[config.mk]
export PLATFORM = sky130hd
export DESIGN_NAME = mips_instr_encoder
export DESIGN_NICKNAME = d
export VERILOG_FILES = /design/src/rtl/mips_pkg.sv /design/src/rtl/mips_instr_pack.sv /design/src/rtl/mips_instr_encoder.sv
export SDC_FILE = /design/constraint.sdc
export NUM_CORES = 1
export LEC_CHECK = 0
export CAP_MARGIN = 20
export CORE_AREA = 2 2 85 87
export DETAILED_ROUTE_END_ITERATION = 8
export DIE_AREA = 0 0 87 89
export PLACE_DENSITY_LB_ADDON = 0.08
export SKIP_CTS_REPAIR_TIMING = 1
export SLEW_MARGIN = 20
export SYNTH_ARGS = -nofsm -noshare
export SYNTH_HDL_FRONTEND = slang
export SYNTH_SLANG_ARGS = --single-unit
[constraint.sdc]
create_clock -name clk -period 4.15 [get_ports clk]
set_input_delay 0.6225 -clock clk [delete_from_list [all_inputs] [get_ports clk]]
set_output_delay 0.6225 -clock clk [all_outputs]
set_load 0.02 [all_outputs]
[src/rtl/mips_pkg.sv]
// mips_pkg: shared MIPS encoding constants.
// Holds the symbolic mnemonic enum used by the program loader and the
// opcode/funct field values that the single-cycle core's control decoder
// also consumes, so both sides stay in lock-step.
package mips_pkg;

   // Symbolic mnemonic codes as presented on in_mnem
   typedef enum logic [3:0] {
      MN_NOP     = 4'd0,
      MN_ADD     = 4'd1,
      MN_SUB     = 4'd2,
      MN_SLT     = 4'd3,
      MN_JR      = 4'd4,
      MN_ADDI    = 4'd5,
      MN_SLTI    = 4'd6,
      MN_ORI     = 4'd7,
      MN_LUI     = 4'd8,
      MN_LW      = 4'd9,
      MN_SW      = 4'd10,
      MN_BEQ     = 4'd11,
      MN_BNE     = 4'd12,
      MN_J       = 4'd13,
      MN_JAL     = 4'd14,
      MN_ILLEGAL = 4'd15
   } mnem_e;

   // Primary opcodes, instruction bits [31:26]
   localparam logic [5:0] OP_RTYPE = 6'h00;
   localparam logic [5:0] OP_J     = 6'h02;
   localparam logic [5:0] OP_JAL   = 6'h03;
   localparam logic [5:0] OP_BEQ   = 6'h04;
   localparam logic [5:0] OP_BNE   = 6'h05;
   localparam logic [5:0] OP_ADDI  = 6'h08;
   localparam logic [5:0] OP_SLTI  = 6'h0A;
   localparam logic [5:0] OP_ORI   = 6'h0D;
   localparam logic [5:0] OP_LUI   = 6'h0F;
   localparam logic [5:0] OP_LW    = 6'h23;
   localparam logic [5:0] OP_SW    = 6'h2B;

   // R-type function codes, instruction bits [5:0]
   localparam logic [5:0] FN_JR    = 6'h08;
   localparam logic [5:0] FN_ADD   = 6'h20;
   localparam logic [5:0] FN_SUB   = 6'h22;
   localparam logic [5:0] FN_SLT   = 6'h2A;

endpackage

[src/rtl/mips_instr_pack.sv]
// mips_instr_pack: combinational MIPS instruction packer.
// Maps a mnemonic plus register/immediate/target fields to a 32-bit
// machine word. Fields an encoding does not use are forced to zero.
// Ports:
//   mnem    in  mnemonic code
//   rs/rt/rd in 5-bit register fields
//   imm     in  16-bit immediate / branch offset
//   target  in  26-bit jump target
//   word    out encoded machine word
//   illegal out instruction must not be written
// Configuration: MIPS_ENC_CHECK_EN flags mnemonic 15 and lui with rs!=0
// as illegal; without it both are encoded (nop / rs masked) and illegal=0.
module mips_instr_pack
   import mips_pkg::*;
(
   input  mnem_e       mnem,
   input  logic [4:0]  rs,
   input  logic [4:0]  rt,
   input  logic [4:0]  rd,
   input  logic [15:0] imm,
   input  logic [25:0] target,
   output logic [31:0] word,
   output logic        illegal
);

   // Field packing per mnemonic; every unused field is explicitly zero
   always_comb begin
      word    = 32'h0000_0000;
      illegal = 1'b0;
      case (mnem)
         MN_NOP:  word = 32'h0000_0000;
         MN_ADD:  word = {OP_RTYPE, rs, rt, rd, 5'd0, FN_ADD};
         MN_SUB:  word = {OP_RTYPE, rs, rt, rd, 5'd0, FN_SUB};
         MN_SLT:  word = {OP_RTYPE, rs, rt, rd, 5'd0, FN_SLT};
         MN_JR:   word = {OP_RTYPE, rs, 5'd0, 5'd0, 5'd0, FN_JR};
         MN_ADDI: word = {OP_ADDI, rs, rt, imm};
         MN_SLTI: word = {OP_SLTI, rs, rt, imm};
         MN_ORI:  word = {OP_ORI, rs, rt, imm};
         MN_LUI: begin
            // lui has no source register; rs is dropped from the word
            word = {OP_LUI, 5'd0, rt, imm};
`ifdef MIPS_ENC_CHECK_EN
            illegal = (rs != 5'd0);
`else
            illegal = 1'b0;
`endif
         end
         MN_LW:   word = {OP_LW, rs, rt, imm};
         MN_SW:   word = {OP_SW, rs, rt, imm};
         MN_BEQ:  word = {OP_BEQ, rs, rt, imm};
         MN_BNE:  word = {OP_BNE, rs, rt, imm};
         MN_J:    word = {OP_J, target};
         MN_JAL:  word = {OP_JAL, target};
         MN_ILLEGAL: begin
            word = 32'h0000_0000;
`ifdef MIPS_ENC_CHECK_EN
            illegal = 1'b1;
`else
            illegal = 1'b0;
`endif
         end
         default: begin
            word    = 32'h0000_0000;
            illegal = 1'b0;
         end
      endcase
   end

endmodule

[src/rtl/mips_instr_encoder.sv]
// mips_instr_encoder: sequential program loader for the single-cycle core.
// Accepts one symbolic instruction per cycle (in_valid/in_ready), encodes it
// and writes it one cycle later to consecutive instruction-memory words
// starting at BASE_ADDR, stopping after DEPTH words.
// Ports:
//   clk, reset              clock, asynchronous active-high reset
//   start, finish           begin/restart and end a load (start wins)
//   in_valid/in_ready       instruction handshake (in_ready is registered)
//   in_mnem, in_rs, in_rt, in_rd, in_imm, in_target  instruction fields
//   imem_we/addr/wdata      registered instruction-memory write port
//   count, full, done, err  load progress and status
// Configuration: MIPS_ENC_CHECK_EN enables illegal-instruction rejection
// (sticky err, no write, address held). Undefined: err stays 0.
module mips_instr_encoder
   import mips_pkg::*;
#(
   parameter int ADDR_W    = 8,
   parameter int BASE_ADDR = 0,
   parameter int DEPTH     = 256
) (
   input  logic              clk,
   input  logic              reset,
   input  logic              start,
   input  logic              finish,
   input  logic              in_valid,
   output logic              in_ready,
   input  logic [3:0]        in_mnem,
   input  logic [4:0]        in_rs,
   input  logic [4:0]        in_rt,
   input  logic [4:0]        in_rd,
   input  logic [15:0]       in_imm,
   input  logic [25:0]       in_target,
   output logic              imem_we,
   output logic [ADDR_W-1:0] imem_addr,
   output logic [31:0]       imem_wdata,
   output logic [ADDR_W:0]   count,
   output logic              full,
   output logic              done,
   output logic              err
);

   typedef enum logic [1:0] {
      ST_IDLE = 2'd0,
      ST_LOAD = 2'd1,
      ST_FULL = 2'd2,
      ST_DONE = 2'd3
   } state_e;

   localparam logic [ADDR_W-1:0] BASE_C  = ADDR_W'(BASE_ADDR);
   localparam logic [ADDR_W:0]   DEPTH_C = (ADDR_W + 1)'(DEPTH);

   state_e              state_r, state_nxt_s;
   logic                in_ready_r, done_r, full_r, err_r, imem_we_r;
   logic [ADDR_W-1:0]   addr_r, imem_addr_r;
   logic [31:0]         imem_wdata_r, word_s;
   logic [ADDR_W:0]     count_r, count_inc_s;
   logic                illegal_s, accept_s, write_s, last_s;

   mips_instr_pack u_pack (
      .mnem    (mnem_e'(in_mnem)),
      .rs      (in_rs),
      .rt      (in_rt),
      .rd      (in_rd),
      .imm     (in_imm),
      .target  (in_target),
      .word    (word_s),
      .illegal (illegal_s)
   );

   // Handshake qualification; a start cycle never writes (the load restarts)
   always_comb begin
      accept_s    = in_valid & in_ready_r;
      write_s     = accept_s & ~illegal_s & ~start;
      count_inc_s = count_r + {{ADDR_W{1'b0}}, 1'b1};
      last_s      = write_s & (count_inc_s == DEPTH_C);
   end

   // Next-state logic; start overrides everything including finish
   always_comb begin
      state_nxt_s = state_r;
      if (start) begin
         state_nxt_s = ST_LOAD;
      end else begin
         case (state_r)
            ST_IDLE: state_nxt_s = ST_IDLE;
            ST_LOAD: begin
               if (finish) begin
                  state_nxt_s = ST_DONE;
               end else if (last_s) begin
                  state_nxt_s = ST_FULL;
               end else begin
                  state_nxt_s = ST_LOAD;
               end
            end
            ST_FULL: begin
               if (finish) begin
                  state_nxt_s = ST_DONE;
               end else begin
                  state_nxt_s = ST_FULL;
               end
            end
            ST_DONE: state_nxt_s = ST_DONE;
            default: state_nxt_s = ST_IDLE;
         endcase
      end
   end

   // State register with state-derived in_ready/done registered alongside
   always_ff @(posedge clk or posedge reset) begin
      if (reset) begin
         state_r    <= ST_IDLE;
         in_ready_r <= 1'b0;
         done_r     <= 1'b0;
      end else begin
         state_r    <= state_nxt_s;
         in_ready_r <= (state_nxt_s == ST_LOAD);
         done_r     <= (state_nxt_s == ST_DONE);
      end
   end

   // Address counter, progress flags and registered memory write port
   always_ff @(posedge clk or posedge reset) begin
      if (reset) begin
         imem_we_r    <= 1'b0;
         imem_addr_r  <= {ADDR_W{1'b0}};
         imem_wdata_r <= 32'h0000_0000;
         addr_r       <= {ADDR_W{1'b0}};
         count_r      <= {(ADDR_W + 1){1'b0}};
         full_r       <= 1'b0;
         err_r        <= 1'b0;
      end else if (start) begin
         imem_we_r <= 1'b0;
         addr_r    <= BASE_C;
         count_r   <= {(ADDR_W + 1){1'b0}};
         full_r    <= 1'b0;
         err_r     <= 1'b0;
      end else begin
         imem_we_r <= write_s;
         if (write_s) begin
            imem_addr_r  <= addr_r;
            imem_wdata_r <= word_s;
            addr_r       <= addr_r + {{(ADDR_W - 1){1'b0}}, 1'b1};
            count_r      <= count_inc_s;
         end
         if (last_s) begin
            full_r <= 1'b1;
         end
         // illegal_s is constant 0 when checking is compiled out
         err_r <= err_r | (accept_s & illegal_s);
      end
   end

   assign in_ready   = in_ready_r;
   assign imem_we    = imem_we_r;
   assign imem_addr  = imem_addr_r;
   assign imem_wdata = imem_wdata_r;
   assign count      = count_r;
   assign full       = full_r;
   assign done       = done_r;
   assign err        = err_r;

endmodule

After elaboration in Yosys (flattened, before gate mapping):

Index checks and enable logic that the tools add are counted.

* input bits: 66
* word-level logic and storage cells: 55
* output and inout port bits: 54
* register bits: 63

* add/subtract/negate cells: 2
* equality and inequality tests: 21
* bitwise logic cells: 4
* reduce and logical (&&, ||, !) cells: 6
* multiplexer cells: 13

Operators with widths (number)
* 32-bit one-hot mux with 15 select lines: 1
* 4-bit == test, second input constant: 8
* 9-bit two-way mux: 2
* 4-bit by 3-bit == test with 1-bit output, second input constant: 4
* 8-bit two-way mux: 2
* 9-bit by 1-bit adder with 9-bit output, second input constant: 1
* 9-bit == test, second input constant: 1
* 8-bit by 1-bit adder with 8-bit output, second input constant: 1
* 4-bit by 2-bit == test with 1-bit output, second input constant: 2
* 2-bit one-hot mux with 4 select lines: 1
* 2-bit == test, second input constant: 3
* 2-bit two-way mux: 3
* 2-bit by 1-bit == test with 1-bit output, second input constant: 2
* 4-bit by 1-bit == test with 1-bit output, second input constant: 1
* 4-bit logical NOT: 1
* 1-bit two-way mux: 4
* 2-bit nonzero test: 2
* 1-bit bitwise AND: 3
* 2-bit logical NOT: 1
* 2-bit AND reduction: 1
* 2-bit OR reduction: 1
* 1-bit inverter: 1

Depth between registers and ports, before layout:

* word-level depth: 8
* gate-level depth with buffers: 7
* gate-level depth less buffers: 6

Modules after synthesis:

From an unflattened synthesis, not the netlist that was laid out.

* cell total of the unflattened synthesis: 330
* area, all modules: 3552.2 um2

Modules (own cells, without submodules)
* mips_instr_encoder: area an instance 2702.6 um2, cells each 206, instances 1
* mips_instr_pack: area an instance 849.6 um2, cells each 124, instances 1

Least setup slack after synthesis:

OpenSTA, ideal clock, no wires.

* kind: reg2reg
* start point: register count_r[0], in the netlist count[0]
* end point: register state_r[0]
* cell stages (with the launch flop): 7
* setup slack: 2.282 ns
* setup time: 0.124 ns
* arrival: 1.744 ns
* cell sequence: dfrtp_1 > ha_1 > nand3_1 > xnor2_1 > nand4_1 > a221o_1 > o31a_1

* word-level cells in the longest chain between the ends: 7

Ends and longest elaborated chain
* from (decl): line mips_instr_encoder.sv:56 `logic [ADDR_W:0] count_r, count_inc_s;`
* from (signal assigned): line mips_instr_encoder.sv:128 `count_r <= {(ADDR_W + 1){1'b0}};`
* from (signal assigned): line mips_instr_encoder.sv:134 `count_r <= {(ADDR_W + 1){1'b0}};`
* from (signal assigned): line mips_instr_encoder.sv:143 `count_r <= count_inc_s;`
* 9-bit by 1-bit adder with 9-bit output: line mips_instr_encoder.sv:74 `count_inc_s = count_r + {{ADDR_W{1'b0}}, 1'b1};`
* 9-bit == test: line mips_instr_encoder.sv:75 `last_s = write_s & (count_inc_s == DEPTH_C);`
* 1-bit bitwise AND: line mips_instr_encoder.sv:75
* 2-bit two-way mux: line mips_instr_encoder.sv:89 `end else if (last_s) begin`
* 2-bit two-way mux: line mips_instr_encoder.sv:87 `if (finish) begin`
* 2-bit one-hot mux with 4 select lines: line mips_instr_encoder.sv:84 `case (state_r)`
* 2-bit two-way mux: line mips_instr_encoder.sv:81 `if (start) begin`
* via state_nxt_s[0]: line mips_instr_encoder.sv:52 `state_e state_r, state_nxt_s;`
* to (signal assigned): line mips_instr_encoder.sv:115 `state_r <= state_nxt_s;`
* to (decl): line mips_instr_encoder.sv:52

The timed path passes the listed nets, and every way through them passes these cells.
A chain may end at the register's enable or synchronous reset.

Final worst setup path:

* start point: input port in_valid
* end point: register state_r[0]

* word-level cells in the longest chain between the ends: 7

Ends and longest elaborated chain
* from (decl): line mips_instr_encoder.sv:25 `input logic in_valid,`
* 1-bit bitwise AND: line mips_instr_encoder.sv:72 `accept_s = in_valid & in_ready_r;`
* 1-bit bitwise AND: line mips_instr_encoder.sv:73 `write_s = accept_s & ~illegal_s & ~start;`
* 1-bit bitwise AND: line mips_instr_encoder.sv:75
* 2-bit two-way mux: line mips_instr_encoder.sv:89
* 2-bit two-way mux: line mips_instr_encoder.sv:87
* 2-bit one-hot mux with 4 select lines: line mips_instr_encoder.sv:84
* 2-bit two-way mux: line mips_instr_encoder.sv:81
* via state_nxt_s[0]: line mips_instr_encoder.sv:52

The timed path passes the listed nets, and every way through them passes these cells.

==> summary.txt <==
Worst setup path
  • Slowest CP cell: clkdlybuf4s50_1
  • Crit path DAT: between 2 and 3 ns
  • FF-to-FF setup slack: approximately 1.9 ns
  • Crit-path cells: clkdlybuf4s50_1 -> and2_1 -> nand2b_2 -> inv_1 -> nand4b_1 -> a221o_1 -> o31a_1
  • Crit. End Element: register
  • Startpoint type of the worst setup path: input pin
  • Worst Reg-to-Reg Cells: 6
  • Slowest stage delay, CP: slightly below 0.5 ns
  • Crit Path Class: in -> reg
  • CP required: ~4.4 ns
  • Top fanout value on the critical path: 20

Synthesis
  • Synthesis-stage register bit count: 62
  • Average cell area after synthesis: between 9 and 10 um^2
  • Post-synthesis sequential area ratio: about 49%
  • Ranking of synthesized cells by area: dfrtp_1, nand2_1, a22oi_1, o21ai_0, nor2_1
  • Post-synth top area share: about half
  • Distinct cell type count after synthesis: 53
  • Async set-reset flop share out of synthesis: 100%
  • Top_reg_cell synth: dfrtp_1
  • Synthesis Warnings: 0
  • Mapped Area: about 3200 um^2
  • Largest area contributor in the netlist: dfrtp_1
  • Post-synth EDFFs: 0
  • Mapped Cells: 344

Drt
  • Initial DRT Pass Iterations: 4
  • DR WL/cell: between 15 and 20 um
  • Post-DR vias/cell: ~5.4
  • DRT Wirelength: between 8000 and 9000 um
  • Residual DRC: 0
  • Routed vias: ~3000
  • Iteration-0 DRC Markers: approximately 170
  • Antenna-violating nets left: 0

Timing
  • Fin crit share: between 60% and 70%
  • Worst Skew: 0.00638 ns
  • Actual slew at the worst max-slew pin: between 0.7 and 0.8 ns
  • Slew margin rel.: 50.3%
  • Peak Freq: ~380 MHz
  • RSZ-0062 raised after global routing: false
  • Final min period: roughly 2.6 ns
  • Worst Setup Slack, final: ~1.5 ns
  • Hold Vio Cnt, Final: 0
  • Fin. max-slew vios: 0
  • Setup TNS: 0 ns
  • Final setup fails: 0

GRT
  • Initial antenna violation count: 0
  • Vias in the first global route: 2822
  • Largest net degree at the start of global routing: 50
  • First-pass GRT wire length: about 13000 um
  • GR Util All Layers: a little over a fifth
  • GRT overflow: 0

Floorplanning
  • # rows: 30
  • Die Footprint: just under 8000 um^2
  • Die Span Y: 89 um
  • Core area: 6720 um^2
  • I/O Pins: 120
  • Die Wd: a little under 90 um
  • Initial Utilization: 47.0%

Clock network
  • Worst-Skew Late Latency: approximately 0.34 ns
  • CTS max path bufs: 2
  • Clk sinks: 62
  • H-tree Lvls: 3
  • Clock transition at the registers of the reported paths: 0.08 ns
  • Clock root buffer: clkbuf_8
  • Num CTS Buffers: 9
  • CTS tree: yes

Cells and area
  • Most common cell after layout, fill and taps aside: clkdlybuf4s50_1
  • ANT cells: 0
  • Ratio of cells with drive above 1 in the final layout: roughly 6.3%
  • Area delta synth->final: 44.8%
  • Fin nets: between 500 and 600
  • Commonest non-fill, non-tap cells in the layout: clkdlybuf4s50_1, nand2_1, dfrtp_1, nor2_1, o21ai_0

Placement
  • Buffers on Ports: around 120
  • Dpl hpwl: around 6000 um
  • Final RePlAce weighted congestion: 0.896
  • Place WS: around 1.1 ns

Power
  • Pwr Density: about 370 nW/um^2
  • Leak: between 1.5 and 2 nW
  • VDD IR max: around 0.25 mV

Worst hold path
  • Tightest Hold Check Type: reg -> reg
  • Hold path cells: 2

Status
  • Outcome: complete, no violations

Flow run
  • Max_cap viols: 0
-- synth_stat cells (2+ instances only) --
| master | instances |
|---|---|
| a22oi_1 | 22 |
| and3_1 | 4 |
| a21boi_0 | 2 |
| and2_1 | 3 |
| a21o_1 | 2 |
| nor2b_1 | 4 |
| o21ai_0 | 25 |
| clkbuf_1 | 14 |
| nand2_1 | 63 |
| a211o_1 | 2 |
| inv_1 | 8 |
| a222oi_1 | 4 |
| dfrtp_1 | 62 |
| buf_4 | 2 |
| o21bai_1 | 8 |
| nand4_1 | 6 |
| o21ai_1 | 2 |
| xnor2_1 | 8 |
| nor2_1 | 32 |
| nand2b_1 | 2 |
| a21oi_1 | 11 |
| buf_1 | 2 |
| xor2_1 | 11 |
| nand3_1 | 6 |
| buf_2 | 5 |
| ha_1 | 2 |
| maj3_1 | 2 |
| a221oi_1 | 5 |
-- worst max-delay path, delay by kind of cell --
kind / cells / cell delay (ns)
simple gates: 3 / 0.69
compound gates: 2 / 0.59
buf+inv: 2 / 0.94
-- final cells by class --
type	instances	area (um^2)
Clock buffer	9	124
Inverter	8	30.0
Timing Repair Buffer	122	1210
Sequential cell	62	1550
Clock inverter	7	75.1
Fill cell	538	2150
Multi-Input combinational cell	252	1480
Tap cell	80	100
-- sequential cells by signal, indices dropped and copies added (netlist names), 2 cells and up --
signal,count
imem_wdata,31
imem_addr,8
count,9
addr_r,8
state_r,2
-- per-layer routing --
layer	track usage [%]	share of wire (%)	up-vias
met3	3.79	5.4	18
met1	26.8	42	1397
met5	0	0	-
met2	37.0	50	91
met4	10.9	2.5	0
li1	-	-	1429
-- path summary, 6_finish.rpt --
check	startpoint	to
worst max-delay path	in_valid	state_r[0]
worst min-delay path	imem_addr[5]	imem_addr[5]
worst max register to register	in_ready	state_r[0]
worst min register to register	imem_addr[5]	imem_addr[5]
max in group asynchronous	reset	imem_wdata[8]
min in group asynchronous	reset	addr_r[2]
-- metrics by stage --
step / std cells / hold WS [ns] / total power, mW / area (um^2) / util, %
floorplan: 345 / 0.459 / 0.931 / 3160 / -
global placement: 524 / 0.462 / 1.15 / 4370 / 65.1
detailed placement: 524 / 0.462 / 1.16 / 4370 / 65.1
CTS: 540 / 0.481 / 1.70 / 4570 / 68.0
global route: 540 / 0.488 / 1.76 / 4570 / 68.0
finish: 540 / 0.474 / 1.68 / 4570 / 68.0
-- logic make-up (layout without fill, tap and decap cells) --
logic type               count (synthesis)  count (layout)  synth area share [%]
AND/OR/NAND/NOR                        128             128                  18.1
AO/OA/AOI/OAI                           97              97                  21.1
flip-flops                              62              62                  49.1
buffers and inverters                   31             146                  4.12
XOR/XNOR                                19              19                  5.27
adder cells (fa/ha/maj)                  4               4                  1.43
multiplexers                             2               2                 0.674
other                                    1               2                 0.119
-- report_power, final --
group | switching (mW) | internal, mW | leakage [nW]
Clock | 0.254 | 0.278 | 0.0914
Combinational | 0.221 | 0.221 | 1.03
Sequential | 0.0372 | 0.668 | 0.806
Note: power is estimated with default switching activity, not from simulation.
